--- src/rtl/trace_grader_if.sv ---
// Trace ROM and cache-under-test read bus seen by trace_grader.
// Parameterised to match the grader's ADDR_W / DATA_W.
interface trace_grader_if #(
    parameter int ADDR_W = 10,
    parameter int DATA_W = 8
);
    // Handshake: the grader raises dut_rreq with a stable dut_raddr and keeps both
    // until the cache answers with dut_rvalid=1 (dut_rdata valid on that same cycle);
    // dut_rvalid is ignored whenever dut_rreq is low. trace_rdata follows trace_addr
    // after exactly one clock.
    logic [ADDR_W-1:0] trace_addr;
    logic [DATA_W-1:0] trace_rdata;
    logic              dut_rreq;
    logic [ADDR_W-1:0] dut_raddr;
    logic [DATA_W-1:0] dut_rdata;
    logic              dut_rvalid;

    modport master (
        output trace_addr, dut_rreq, dut_raddr,
        input  trace_rdata, dut_rdata, dut_rvalid
    );

    modport slave (
        input  trace_addr, dut_rreq, dut_raddr,
        output trace_rdata, dut_rdata, dut_rvalid
    );
endinterface

--- src/rtl/trace_grader.sv ---
// Walks an address range, compares cache read data against a golden trace ROM and
// reports pass/fail, run cycles and worst latency. Optional macro: GRADER_TIMEOUT_EN.
module trace_grader #(
    parameter int ADDR_W      = 10,
    parameter int DATA_W      = 8,
    parameter int TIMEOUT_CYC = 255
) (
    input  logic              clk,
    input  logic              reset,
    input  logic              start,
    input  logic [ADDR_W-1:0] start_addr,
    input  logic [ADDR_W-1:0] end_addr,
    trace_grader_if.master    bus,
    output logic              busy,
    output logic              test_success,
    output logic              test_fail,
    output logic              fail_timeout,
    output logic [ADDR_W-1:0] fail_addr,
    output logic [DATA_W-1:0] fail_expected,
    output logic [DATA_W-1:0] fail_actual,
    output logic [31:0]       count,
    output logic [15:0]       max_latency,
    output logic [2:0]        dbg_state
);
    localparam logic [2:0] IDLE       = 3'd0;
    localparam logic [2:0] READ_TRACE = 3'd1;
    localparam logic [2:0] READ_CACHE = 3'd2;
    localparam logic [2:0] COMPARE    = 3'd3;
    localparam logic [2:0] PASS       = 3'd4;
    localparam logic [2:0] FAIL       = 3'd5;

    logic [2:0]        state;
    logic [ADDR_W-1:0] cur_addr;
    logic [ADDR_W-1:0] last_addr;
    logic [DATA_W-1:0] expected;
    logic [DATA_W-1:0] actual;
    logic [15:0]       wait_cnt;
    logic [15:0]       latency;
    logic              start_ok;

    assign start_ok = start && !busy;

    // Latency is the number of request cycles before the answering one, floored at 1,
    // so a cache answering on the first request cycle and one a cycle later both read 1.
    assign latency = (wait_cnt == 16'd0) ? 16'd1 : wait_cnt;

    always_comb begin
        busy           = (state == READ_TRACE) || (state == READ_CACHE) || (state == COMPARE);
        test_success   = (state == PASS);
        test_fail      = (state == FAIL);
        dbg_state      = state;
        bus.trace_addr = ((state == READ_TRACE) || (state == READ_CACHE)) ? cur_addr : '0;
        bus.dut_rreq   = (state == READ_CACHE);
        bus.dut_raddr  = (state == READ_CACHE) ? cur_addr : '0;
    end

`ifdef GRADER_TIMEOUT_EN
    logic              timeout_q;
    logic              timeout_hit;
    logic [DATA_W-1:0] exp_now;

    assign fail_timeout = timeout_q;
    assign timeout_hit  = (32'(wait_cnt) + 32'd1) == 32'(TIMEOUT_CYC);
    // On the first request cycle the ROM word has not been latched yet.
    assign exp_now      = (wait_cnt == 16'd0) ? bus.trace_rdata : expected;
`else
    logic [31:0] unused_timeout;
    assign unused_timeout = 32'(TIMEOUT_CYC);
    assign fail_timeout   = 1'b0;
`endif

    always_ff @(posedge clk or posedge reset) begin
        if (reset) begin
            count <= '0;
        end else if (start_ok) begin
            count <= '0;
        end else if (busy && (count != 32'hFFFF_FFFF)) begin
            count <= count + 32'd1;
        end
    end

    always_ff @(posedge clk or posedge reset) begin
        if (reset) begin
            state         <= IDLE;
            cur_addr      <= '0;
            last_addr     <= '0;
            expected      <= '0;
            actual        <= '0;
            wait_cnt      <= '0;
            max_latency   <= '0;
            fail_addr     <= '0;
            fail_expected <= '0;
            fail_actual   <= '0;
`ifdef GRADER_TIMEOUT_EN
            timeout_q     <= 1'b0;
`endif
        end else begin
            case (state)
                READ_TRACE: begin
                    wait_cnt <= '0;
                    state    <= READ_CACHE;
                end
                READ_CACHE: begin
                    if (wait_cnt == 16'd0) expected <= bus.trace_rdata;
                    if (bus.dut_rvalid) begin
                        actual <= bus.dut_rdata;
                        if (latency > max_latency) max_latency <= latency;
                        state  <= COMPARE;
                    end else begin
                        if (wait_cnt != 16'hFFFF) wait_cnt <= wait_cnt + 16'd1;
`ifdef GRADER_TIMEOUT_EN
                        if (timeout_hit) begin
                            timeout_q     <= 1'b1;
                            fail_addr     <= cur_addr;
                            fail_expected <= exp_now;
                            fail_actual   <= '0;
                            state         <= FAIL;
                        end
`endif
                    end
                end
                COMPARE: begin
                    if (expected != actual) begin
                        fail_addr     <= cur_addr;
                        fail_expected <= expected;
                        fail_actual   <= actual;
                        state         <= FAIL;
                    end else if (cur_addr == last_addr) begin
                        state <= PASS;
                    end else begin
                        cur_addr <= cur_addr + 1'b1;
                        state    <= READ_TRACE;
                    end
                end
                default: begin
                    // IDLE, PASS, FAIL: a start wipes every trace of the previous run.
                    if (start_ok) begin
                        cur_addr      <= start_addr;
                        last_addr     <= end_addr;
                        expected      <= '0;
                        actual        <= '0;
                        wait_cnt      <= '0;
                        max_latency   <= '0;
                        fail_addr     <= '0;
                        fail_expected <= '0;
                        fail_actual   <= '0;
`ifdef GRADER_TIMEOUT_EN
                        timeout_q     <= 1'b0;
`endif
                        state         <= READ_TRACE;
                    end
                end
            endcase
        end
    end
endmodule

--- src/flat_wrapper.sv ---
// flat-port wrapper written by rule: the top's interface ports become plain ports
module trace_grader_flat 
#(
    parameter int ADDR_W      = 10,
    parameter int DATA_W      = 8,
    parameter int TIMEOUT_CYC = 255
)
  (clk, reset, start, start_addr, end_addr, busy, test_success, test_fail, fail_timeout, fail_addr, fail_expected, fail_actual, count, max_latency, dbg_state, bus_trace_addr, bus_dut_rreq, bus_dut_raddr, bus_trace_rdata, bus_dut_rdata, bus_dut_rvalid);
  trace_grader_if #(.ADDR_W(ADDR_W), .DATA_W(DATA_W)) bus_i ();
  input  logic clk;
  input  logic reset;
  input  logic start;
  input  logic [ADDR_W-1:0] start_addr;
  input  logic [ADDR_W-1:0] end_addr;
  output logic busy;
  output logic test_success;
  output logic test_fail;
  output logic fail_timeout;
  output logic [ADDR_W-1:0] fail_addr;
  output logic [DATA_W-1:0] fail_expected;
  output logic [DATA_W-1:0] fail_actual;
  output logic [31:0] count;
  output logic [15:0] max_latency;
  output logic [2:0] dbg_state;
  output wire logic [$bits(bus_i.trace_addr)-1:0] bus_trace_addr;
  output wire logic [$bits(bus_i.dut_rreq)-1:0] bus_dut_rreq;
  output wire logic [$bits(bus_i.dut_raddr)-1:0] bus_dut_raddr;
  input wire logic [$bits(bus_i.trace_rdata)-1:0] bus_trace_rdata;
  input wire logic [$bits(bus_i.dut_rdata)-1:0] bus_dut_rdata;
  input wire logic [$bits(bus_i.dut_rvalid)-1:0] bus_dut_rvalid;
  assign bus_trace_addr = bus_i.trace_addr;
  assign bus_dut_rreq = bus_i.dut_rreq;
  assign bus_dut_raddr = bus_i.dut_raddr;
  assign bus_i.trace_rdata = bus_trace_rdata;
  assign bus_i.dut_rdata = bus_dut_rdata;
  assign bus_i.dut_rvalid = bus_dut_rvalid;
  trace_grader #(.ADDR_W(ADDR_W), .DATA_W(DATA_W), .TIMEOUT_CYC(TIMEOUT_CYC)) u_core (.clk(clk), .reset(reset), .start(start), .start_addr(start_addr), .end_addr(end_addr), .bus(bus_i), .busy(busy), .test_success(test_success), .test_fail(test_fail), .fail_timeout(fail_timeout), .fail_addr(fail_addr), .fail_expected(fail_expected), .fail_actual(fail_actual), .count(count), .max_latency(max_latency), .dbg_state(dbg_state));
endmodule
--- config.mk ---
export PLATFORM = sky130hd
export DESIGN_NAME = trace_grader_flat
export DESIGN_NICKNAME = d
export VERILOG_FILES = /design/src/rtl/trace_grader_if.sv /design/src/rtl/trace_grader.sv /design/src/flat_wrapper.sv
export SDC_FILE = /design/constraint.sdc
export NUM_CORES = 1
export LEC_CHECK = 0
export BUFFER_PORTS_ARGS = -buffer_cell sky130_fd_sc_hd__buf_2
export CAP_MARGIN = 10
export CORE_MARGIN = 3
export CORE_UTILIZATION = 49
export DETAILED_ROUTE_END_ITERATION = 10
export GPL_TIMING_DRIVEN = 1
export PLACE_DENSITY_LB_ADDON = 0.15
export SYNTH_ARGS = -nofsm -noshare
export SYNTH_HDL_FRONTEND = slang
export SYNTH_SLANG_ARGS = --single-unit
--- constraint.sdc ---
create_clock -name clk -period 12.3 [get_ports clk]
set_input_delay 2.46 -clock clk [delete_from_list [all_inputs] [get_ports clk]]
set_output_delay 2.46 -clock clk [all_outputs]
set_load 0.01 [all_outputs]
==> results.ini, run 1 <==
[global_route]
gr-total-overflow=0
first_global_vias=5762
grt_pass1_wl_um=28700
grt_max_degree=74
grt_util_all_layers=0.225
antenna_found_initial=0

[clocking]
cts_buffer_depth=2
cts_tree=built
cts_resized=0
cts_hold_buffers=0
clk_latency_ns=0.42
clkTransAtPathRegs_ns=0.06
cts_setup_buffers=0
htree_num_levels=4
cts_buffers=17
root_buffer=clkbuf_16
cts_num_sinks=129

[worst_setup_path]
timing.rr.end=u_core.max_latency[0]$_DFFE_PP0P_
crit_chain=or3b_2 -> inv_1 -> buf_4 -> buf_2
critPathLaunchType=flip-flop
cp_max_fo=30
worst_path_max_delay_cell=or3b_2
crit_buf_inv=3
worstSetupEndpointType=primary output
crit_cells=4
path_delay_family=buffers and inverters
rr_startpoint=u_core.dbg_state[0]$_DFFE_PP0P_
r2r_cells=6
cp-startpoint=u_core.dbg_state[1]$_DFFE_PP0P_
worstSetupPathType=reg -> out
crit_required_ns=9.84
crit_path_max_incr_delay_ns=0.60
cp.arrival_ns=2.44
crit_end=bus_dut_rreq
rrSetupSlack_ns=8.92

[synthesis]
ys_seq_area_frac=0.468
synth_top_cell_by_area=dfrtp_1
synth_fp_nets=843
synth_area_mm2=0.00690
synth.most_common_cell=nand2_1
ys_ff_latch=129
synth.top_cell.area_share=0.468
synth_common_cells=nand2_1 (153), dfrtp_1 (129), nor2_1 (64)
async_flop_share=1.00
syn_inst=783
synth_flop_cell=dfrtp_1
ys_warn_count=0
synth-edff-count=0
ys_types=62
ys_top_cells_by_area=dfrtp_1 (47%), nand2_1 (8.3%), xor2_1 (3.8%)
syn_area_per_cell_um2=8.81

[routing]
num_vias=5942
vias_per_cell=5.53
drt_wl_total_um=17500
dr.pass1.iters=5
wl_per_cell_um=16.3
drcViolationCount=0
ant_nets=0
drt_first_iter_violations=447

[power_and_ir_drop]
power_leakage_nw=3.89
internal_power_mw=1.13
ir_drop_mv=0.104
switching_share=0.406
p_seq_frac=0.343
p_comb_frac=0.387
finalPower_mw=1.90
power_switching_mw=0.769
p_per_area_mw_per_mm2=230
pwr-share-clk=0.270

[place]
dp.cells=1043
routabilityCongestion=0.879
post-dp-hpwl_um=12300
io_buffer_count=140

[cells_and_area]
regArea_mm2=0.00323
syn_to_final_growth_pct=19.3
nets=946
drive_gt1_frac=0.211
multi_input_comb_area_mm2=0.00332
diodes=0
fillCellCount=1159
finish.utilization=0.610
fin_cells=1075

[sta]
slew_headroom=0.271
hold_violations=0
rsz0062_at_grt=no
tns_ns=0
finClkSkew_ns=0.00960
finalSetupViolCount=0
finalCritPeriodShare=0.398
max_freq_mhz=204
drv_slew=0
layout_min_cycle_time_ns=4.90
tightest_slew_ns=1.09

[floorplanning]
die_area_mm2=0.0155
dieHeight_um=125
rows=42
core-area_mm2=0.0135
die_w_um=125
initial_core_util=0.511
ios=142

[status]
outcome=complete, no violations

[worst_hold_path]
hp-class=reg -> reg
whs_path_depth=2

[run]
cap_violations=0

[layout by cell type (no fill, tap or decap), types with 17 or more instances in the layout]
cell type and instances:
and2_1 24, dfrtp_1 129, clkbuf_16 17, mux2i_1 18, buf_2 140, o21ai_0 51
xnor2_1 26, nand4_1 22, nand3_1 30, nand2_1 153, xor2_1 30, nor2_1 64
ha_1 20, inv_1 32
[registers in the layout (all words and copies together), names as in the netlist]
register              flops
u_core.count             32
u_core.fail_expected      8
u_core.cur_addr          10
u_core.fail_actual        8
u_core.last_addr         10
u_core.expected           8
u_core.dbg_state          3
u_core.wait_cnt          16
u_core.max_latency       16
u_core.actual             8
u_core.fail_addr         10
[stage by stage]
stage	hold slack [ns]	setup WS, ns	area, µm²
floorplan	0.466	6.40	6900
global placement	0.457	7.70	7630
detailed placement	0.467	7.66	7630
CTS	0.479	7.39	8230
global route	0.504	7.29	8230
finish	0.477	7.40	8230
[kinds of logic (layout without fill, tap and decap cells)]
kind of cell    count (synthesis)  count (layout)  share of synthesized area
simple gates                  360             360                      0.248
flops                         129             129                      0.468
compound gates                105             105                     0.0961
buf+inv                        93             209                     0.0528
xor+xnor                       56              56                     0.0711
fa+ha+maj                      20              20                     0.0363
mux                            19              19                     0.0277
other cells                     1               1                   0.000543
[worst min path at each step]
stage	startpoint	end	slack (ns)
global route	u_core.fail_actual[3]$_DFFE_PP0P_	u_core.fail_actual[3]$_DFFE_PP0P_	0.50
floorplan	u_core.last_addr[0]$_DFFE_PP0P_	u_core.last_addr[0]$_DFFE_PP0P_	0.47
finish	u_core.fail_addr[8]$_DFFE_PP0P_	u_core.fail_addr[8]$_DFFE_PP0P_	0.48
CTS	u_core.fail_addr[8]$_DFFE_PP0P_	u_core.fail_addr[8]$_DFFE_PP0P_	0.48
global placement	u_core.fail_expected[4]$_DFFE_PP0P_	u_core.fail_expected[4]$_DFFE_PP0P_	0.46
detailed placement	u_core.fail_addr[8]$_DFFE_PP0P_	u_core.fail_addr[8]$_DFFE_PP0P_	0.47
[power groups by stage]
stage / logic [mW] / registers, mW / clock network [mW]
global placement: 0.713 / 0.651 / 0
detailed placement: 0.732 / 0.655 / 0
finish: 0.734 / 0.650 / 0.512
global route: 0.816 / 0.666 / 0.539
floorplan: 0.510 / 0.634 / 0
CTS: 0.738 / 0.649 / 0.522
[worst register-to-register path, cell delays in order (launching register included)]
cell and delay (ns):
dfrtp_1 0.52, o21bai_1 0.70, and2_2 0.96, o31ai_1 0.26
a21oi_2 0.16, buf_4 0.30, mux2_2 0.38
[per-layer routing]
metal / part of all wire / vias up / global-route usage
li1: - / 2857 / -
met1: 0.45 / 2873 / 0.298
met2: 0.48 / 186 / 0.358
met3: 0.058 / 26 / 0.0583
met4: 0.018 / 0 / 0.0825
met5: 0 / - / 0
[cell type report]
cell class | instances | area share
clock inverters | 13 | 0.0198
inverters | 33 | 0.0153
flip-flops and latches | 129 | 0.392
multi-input cells | 561 | 0.403
well taps | 176 | 0.0267
repair buffers | 144 | 0.0888
clock buffers | 19 | 0.0538
Note: power is estimated with default switching activity, not from simulation.
==> inputs of run 2 (changes only) <==
Clock period 12.3 ns to 5 ns, I/O delays scaled along.
==> run 2 against run 1 <==
Net effect: largest cell class unchanged; sequential share of layout area is 0.11 points higher; clock power up 140%; combinational power rose by 150%.
==> results.ini, run 2 (synthesized netlist as in run 1, its figures left out) <==
[status]
outcome=complete, no violations

[global_route]
antenna_found_initial=0  ; unchanged
first_global_vias=5724  ; -0.66%
grt_util_all_layers=0.227  ; +0.00228
grt_max_degree=75  ; +1.4%
gr-total-overflow=0  ; unchanged
grt_pass1_wl_um=28700  ; +0.12%

[sta]
fin_ws_ns=1.28  ; -6.12 ns
hold_violations=0  ; unchanged
finalSetupViolCount=0  ; unchanged
tns_ns=0  ; unchanged
slew_headroom=0.273  ; +0.00118
layout_min_cycle_time_ns=3.72
finClkSkew_ns=0.00648  ; -0.00312 ns
whs_ns=0.473  ; -0.00402 ns
rsz0062_at_grt=no
max_freq_mhz=269
finalCritPeriodShare=0.743
tightest_slew_ns=1.09  ; -0.00177 ns
drv_slew=0  ; unchanged

[cells_and_area]
largest_reg_flops=32  ; unchanged
diodes=0  ; unchanged
syn_to_final_growth_pct=19.0
reg_top3=u_core.count x32, u_core.max_latency x16, u_core.wait_cnt x16
finish.utilization=0.608  ; -0.00167
mostFrequentLayoutCell=nand2_1
stdcell_area_mm2=0.00821  ; -0.27%
nets=947  ; +0.11%
drive_gt1_frac=0.209  ; -0.00246
largest-register=u_core.count
final_cell_mix=nand2_1 (153), buf_2 (140), dfrtp_1 (129), nor2_1 (64), o21ai_0 (51)

[clocking]
cts_num_sinks=129  ; unchanged
cts_buffer_depth=2  ; unchanged
clkTransAtPathRegs_ns=0.06  ; about the same
cts_tree=built
clk_latency_ns=0.42  ; about the same
htree_num_levels=4  ; unchanged
cts_buffers=17  ; unchanged
cts_setup_buffers=0  ; unchanged
cts_resized=0  ; unchanged
root_buffer=clkbuf_16
cts_hold_buffers=0  ; unchanged

[worst_setup_path]
crit_required_ns=4.00  ; -5.84 ns
crit_buf_inv=3  ; unchanged
worstSetupEndpointType=primary output
worst_path_max_delay_cell=or3b_2
critPathLaunchType=flip-flop
worstSetupPathType=reg -> out
cp_max_fo=24  ; -20%
path_delay_family=buffers and inverters
crit_path_max_incr_delay_ns=0.60  ; about the same
crit_chain=or3b_2 -> inv_1 -> buf_4 -> buf_2
cp.arrival_ns=2.72  ; +0.28 ns

[routing]
ant_nets=0  ; unchanged
wl_per_cell_um=16.1  ; -1.2%
top_layer=met4
drt_first_iter_violations=331  ; -26%
wl_met3_um=959  ; -6.0%
dr.pass1.iters=4  ; -1
num_vias=5871  ; -1.2%
drt_wl_total_um=17300  ; -1.1%
wl_met2_um=8160  ; -1.9%
vias_per_cell=5.46  ; -1.3%
drcViolationCount=0  ; unchanged
wl_met1_um=7870  ; +0.18%

[floorplanning]
initial_core_util=0.511  ; unchanged
die_area_mm2=0.0155  ; unchanged
ios=142  ; unchanged
dieHeight_um=125  ; unchanged
die_w_um=125  ; unchanged
core-area_mm2=0.0135  ; unchanged
rows=42  ; unchanged

[worst_hold_path]
hp-class=reg -> reg

[run]
cap_violations=0  ; unchanged

[power_and_ir_drop]
ir_drop_mv=0.267  ; +160%
p_per_area_mw_per_mm2=561  ; +140%
power_leakage_nw=3.89  ; -0.18%

[place]
place_ws_ns=1.55  ; -6.11 ns
routabilityCongestion=0.919  ; +4.6%
placed_area_mm2=0.00763  ; about the same
post-dp-hpwl_um=12400  ; +0.95%
io_buffer_count=140  ; unchanged

## run 2: path summary, 6_finish.rpt
| check | from | endpoint | slack [ns] | cells after the start |
|---|---|---|---|---|
| max | u_core.dbg_state[1]$_DFFE_PP0P_ | bus_dut_rreq | 1.28 | 4 |
| min | u_core.fail_expected[1]$_DFFE_PP0P_ | u_core.fail_expected[1]$_DFFE_PP0P_ | 0.47 | 2 |
| max reg2reg | u_core.dbg_state[1]$_DFFE_PP0P_ | u_core.max_latency[13]$_DFFE_PP0P_ | 1.53 | 7 |
| min reg2reg | u_core.fail_expected[1]$_DFFE_PP0P_ | u_core.fail_expected[1]$_DFFE_PP0P_ | 0.47 | 2 |
| max in group asynchronous | reset | u_core.cur_addr[8]$_DFFE_PP0P_ | 3.26 | 3 |
| min in group asynchronous | reset | u_core.count[0]$_DFFE_PP0P_ | 0.76 | 2 |
## run 2: cell type report
class / instances / area, µm²
sequential: 129 / 3230
tap: 176 / 220
clock buffer: 23 / 468
multi-input combinational: 561 / 3320
timing repair buffer: 145 / 738
clock inverter: 9 / 108
inverter: 33 / 126
fill: 1167 / 5300
## run 2: stage by stage
step / std cells / power (mW)
after floorplan: 783 / 2.81
after global placement: 1044 / 3.36
after detailed placement: 1044 / 3.42
after CTS: 1076 / 4.64
after global routing: 1076 / 4.92
final: 1076 / 4.61
## run 2: tightest hold or removal path, delay by kind of cell, from the launching register on
kind / cells / cell delay, ns
flops: 1 / 0.34
simple gates: 1 / 0.05
compound gates: 1 / 0.05
## run 2: layer usage
layer  up-vias  track usage
li1       2865            -
met3        26       0.0635
met2       137        0.359
met4         0       0.0761
met5         -            0
met1      2843        0.303
## run 2: report_power, final
part           total, mW  switching [mW]  leakage, nW  internal (mW)
registers           1.60           0.293         1.74           1.31
clock network       1.21           0.450        0.277          0.758
logic               1.80            1.13         1.87          0.668
total               4.61            1.87         3.89           2.73
==> inputs of run 3 (changes only) <==
Clock period 5 ns to 3.3 ns, I/O delays scaled along.
==> run 3 against run 2 <==
Net effect: first-iteration DRC count is 28% higher; routed wire length grew 1.3%; die area unchanged; core utilization up 0.86 points; sequential share of layout area fell by 0.55 points; setup slack got worse by 0.91 ns; final cell count rose by 0.65%; critical endpoint is now bus_dut_raddr[2]; highest routed layer unchanged.
==> results.ini, run 3 (synthesized netlist as in run 1, its figures left out) <==
[status]
outcome=complete, no violations

[worst_setup_path]
crit_end=bus_dut_raddr[2]
timing.rr.end=u_core.max_latency[2]$_DFFE_PP0P_
cp-startpoint=u_core.dbg_state[1]$_DFFE_PP0P_
critPathLaunchType=flip-flop
r2r_cells=12  ; +5
rr_startpoint=u_core.wait_cnt[9]$_DFFE_PP0P_
cp.arrival_ns=2.26  ; -0.46 ns
rrSetupSlack_ns=0.53  ; -1.00 ns
worstSetupEndpointType=primary output
crit_required_ns=2.64  ; -1.36 ns
cp_max_fo=21  ; -13%
worstSetupPathType=reg -> out

[routing]
vias_per_cell=5.46  ; about the same
num_vias=5909  ; +0.65%
ant_nets=0  ; unchanged
wl_per_cell_um=16.2  ; +0.60%
drt_wl_total_um=17500  ; +1.3%
drt_first_iter_violations=423  ; +28%
dr.pass1.iters=5  ; +1
drcViolationCount=0  ; unchanged

[clocking]
cts_buffer_depth=2  ; unchanged
cts_tree=built
cts_setup_buffers=0  ; unchanged
cts_buffers=17  ; unchanged
clkTransAtPathRegs_ns=0.06  ; about the same
htree_num_levels=4  ; unchanged
clk_latency_ns=0.42  ; about the same
root_buffer=clkbuf_16
cts_num_sinks=129  ; unchanged

[power_and_ir_drop]
finalPower_mw=7.15  ; +55%
p_per_area_mw_per_mm2=859  ; +53%
ir_drop_mv=0.615  ; +130%
power_leakage_nw=3.93  ; +1.2%

[cells_and_area]
diodes=0  ; unchanged
mostFrequentLayoutCell=nand2_1
drive_gt1_frac=0.221  ; +0.0116
final_cell_mix=nand2_1 (153), buf_2 (140), dfrtp_1 (129), nor2_1 (64), o21ai_0 (51)
largest-register=u_core.count
nets=954  ; +0.74%
reg_top3=u_core.count x32, u_core.max_latency x16, u_core.wait_cnt x16
syn_to_final_growth_pct=20.6
largest_reg_flops=32  ; unchanged

[sta]
tightest_slew_ns=0.978  ; -0.111 ns
finalSetupViolCount=0  ; unchanged
layout_min_cycle_time_ns=2.92
drv_slew=0  ; unchanged
tns_ns=0  ; unchanged
finalCritPeriodShare=0.886
rsz0062_at_grt=no
finClkSkew_ns=0.00797  ; +0.00150 ns
hold_violations=0  ; unchanged
max_freq_mhz=342
slew_headroom=0.344  ; +0.0712

[worst_hold_path]
hp-class=in -> async

[floorplanning]
core-area_mm2=0.0135  ; unchanged
dieHeight_um=125  ; unchanged
ios=142  ; unchanged
initial_core_util=0.511  ; unchanged
die_w_um=125  ; unchanged
rows=42  ; unchanged
die_area_mm2=0.0155  ; unchanged

[place]
io_buffer_count=140  ; unchanged
post-dp-hpwl_um=12600  ; +1.0%
routabilityCongestion=0.842  ; -8.5%

[global_route]
antenna_found_initial=0  ; unchanged
first_global_vias=5752  ; +0.49%
grt_util_all_layers=0.231  ; +0.00389
gr-total-overflow=0  ; unchanged
grt_pass1_wl_um=29300  ; +2.0%
grt_max_degree=64  ; -15%

[run]
cap_violations=0  ; unchanged

==> run 3: cell count changes in the layout (fill, tap and decap cells not counted), moves of 3 or more <==
cell        change
buf_4           +5
clkbuf_1        -4
clkinvlp_4      +3
inv_6           +3
==> run 3: final cells by class <==
| type | instances | area, µm² |
|---|---|---|
| sequential | 129 | 3230 |
| timing repair buffer | 152 | 816 |
| multi-input combinational | 561 | 3320 |
| tap | 176 | 220 |
| clock buffer | 17 | 425 |
| fill | 1171 | 5180 |
| inverter | 33 | 131 |
| clock inverter | 15 | 184 |
==> run 3: worst min-delay path by stage <==
| stage | start | slack (ns) | depth (start not counted) | end |
|---|---|---|---|---|
| floorplan | u_core.last_addr[0]$_DFFE_PP0P_ | 0.47 | 2 | u_core.last_addr[0]$_DFFE_PP0P_ |
| global placement | u_core.fail_expected[2]$_DFFE_PP0P_ | 0.46 | 2 | u_core.fail_expected[2]$_DFFE_PP0P_ |
| detailed placement | u_core.fail_expected[0]$_DFFE_PP0P_ | 0.47 | 2 | u_core.fail_expected[0]$_DFFE_PP0P_ |
| CTS | reset | 0.27 | 2 | u_core.expected[4]$_DFFE_PP0P_ |
| finish | reset | 0.28 | 2 | u_core.expected[4]$_DFFE_PP0P_ |
| global route | reset | 0.30 | 2 | u_core.expected[4]$_DFFE_PP0P_ |
==> run 3: where the power goes <==
| group | leakage (nW) | total, mW | internal, mW | switching (mW) |
|---|---|---|---|---|
| combinational | 1.90 | 2.79 | 1.07 | 1.72 |
| sequential | 1.74 | 2.44 | 1.98 | 0.453 |
| clock | 0.290 | 1.92 | 1.19 | 0.730 |
==> run 3: layer usage <==
layer | GRT usage | wire length, µm | part of all wire | up-vias
li1 | - | - | - | 2886
met1 | 0.306 | 7970 | 0.45 | 2816
met2 | 0.364 | 8260 | 0.47 | 177
met3 | 0.0609 | 959 | 0.055 | 30
met4 | 0.0883 | 342 | 0.020 | 0
met5 | 0 | 0 | 0 | -
==> run 3: metrics by stage <==
step           hold slack [ns]  cells  area [µm²]  setup WS, ns  utilization
5_1_grt                  0.295   1083        8330         0.244        0.617
4_1_cts                  0.271   1083        8320         0.138        0.616
6_report                 0.280   1083        8330         0.376        0.617
2_1_floorplan            0.466    783        6910         0.528            -
3_3_place_gp             0.456   1051        7710         0.684        0.571
3_5_place_dp             0.465   1051        7710         0.576        0.571
==> run 3: timing repair <==
item / in CTS / in global routing
endpoints found under the setup margin: 0 / 3
hold buffers: 0 / 0
resized for setup: 0 / 1
==> run 3: critical path, cell delays in order (launching register included) <==
cell        delay [ns]
dfrtp_1           0.59
or3b_2            0.62
clkinvlp_4        0.33
and2_1            0.18
buf_2             0.12
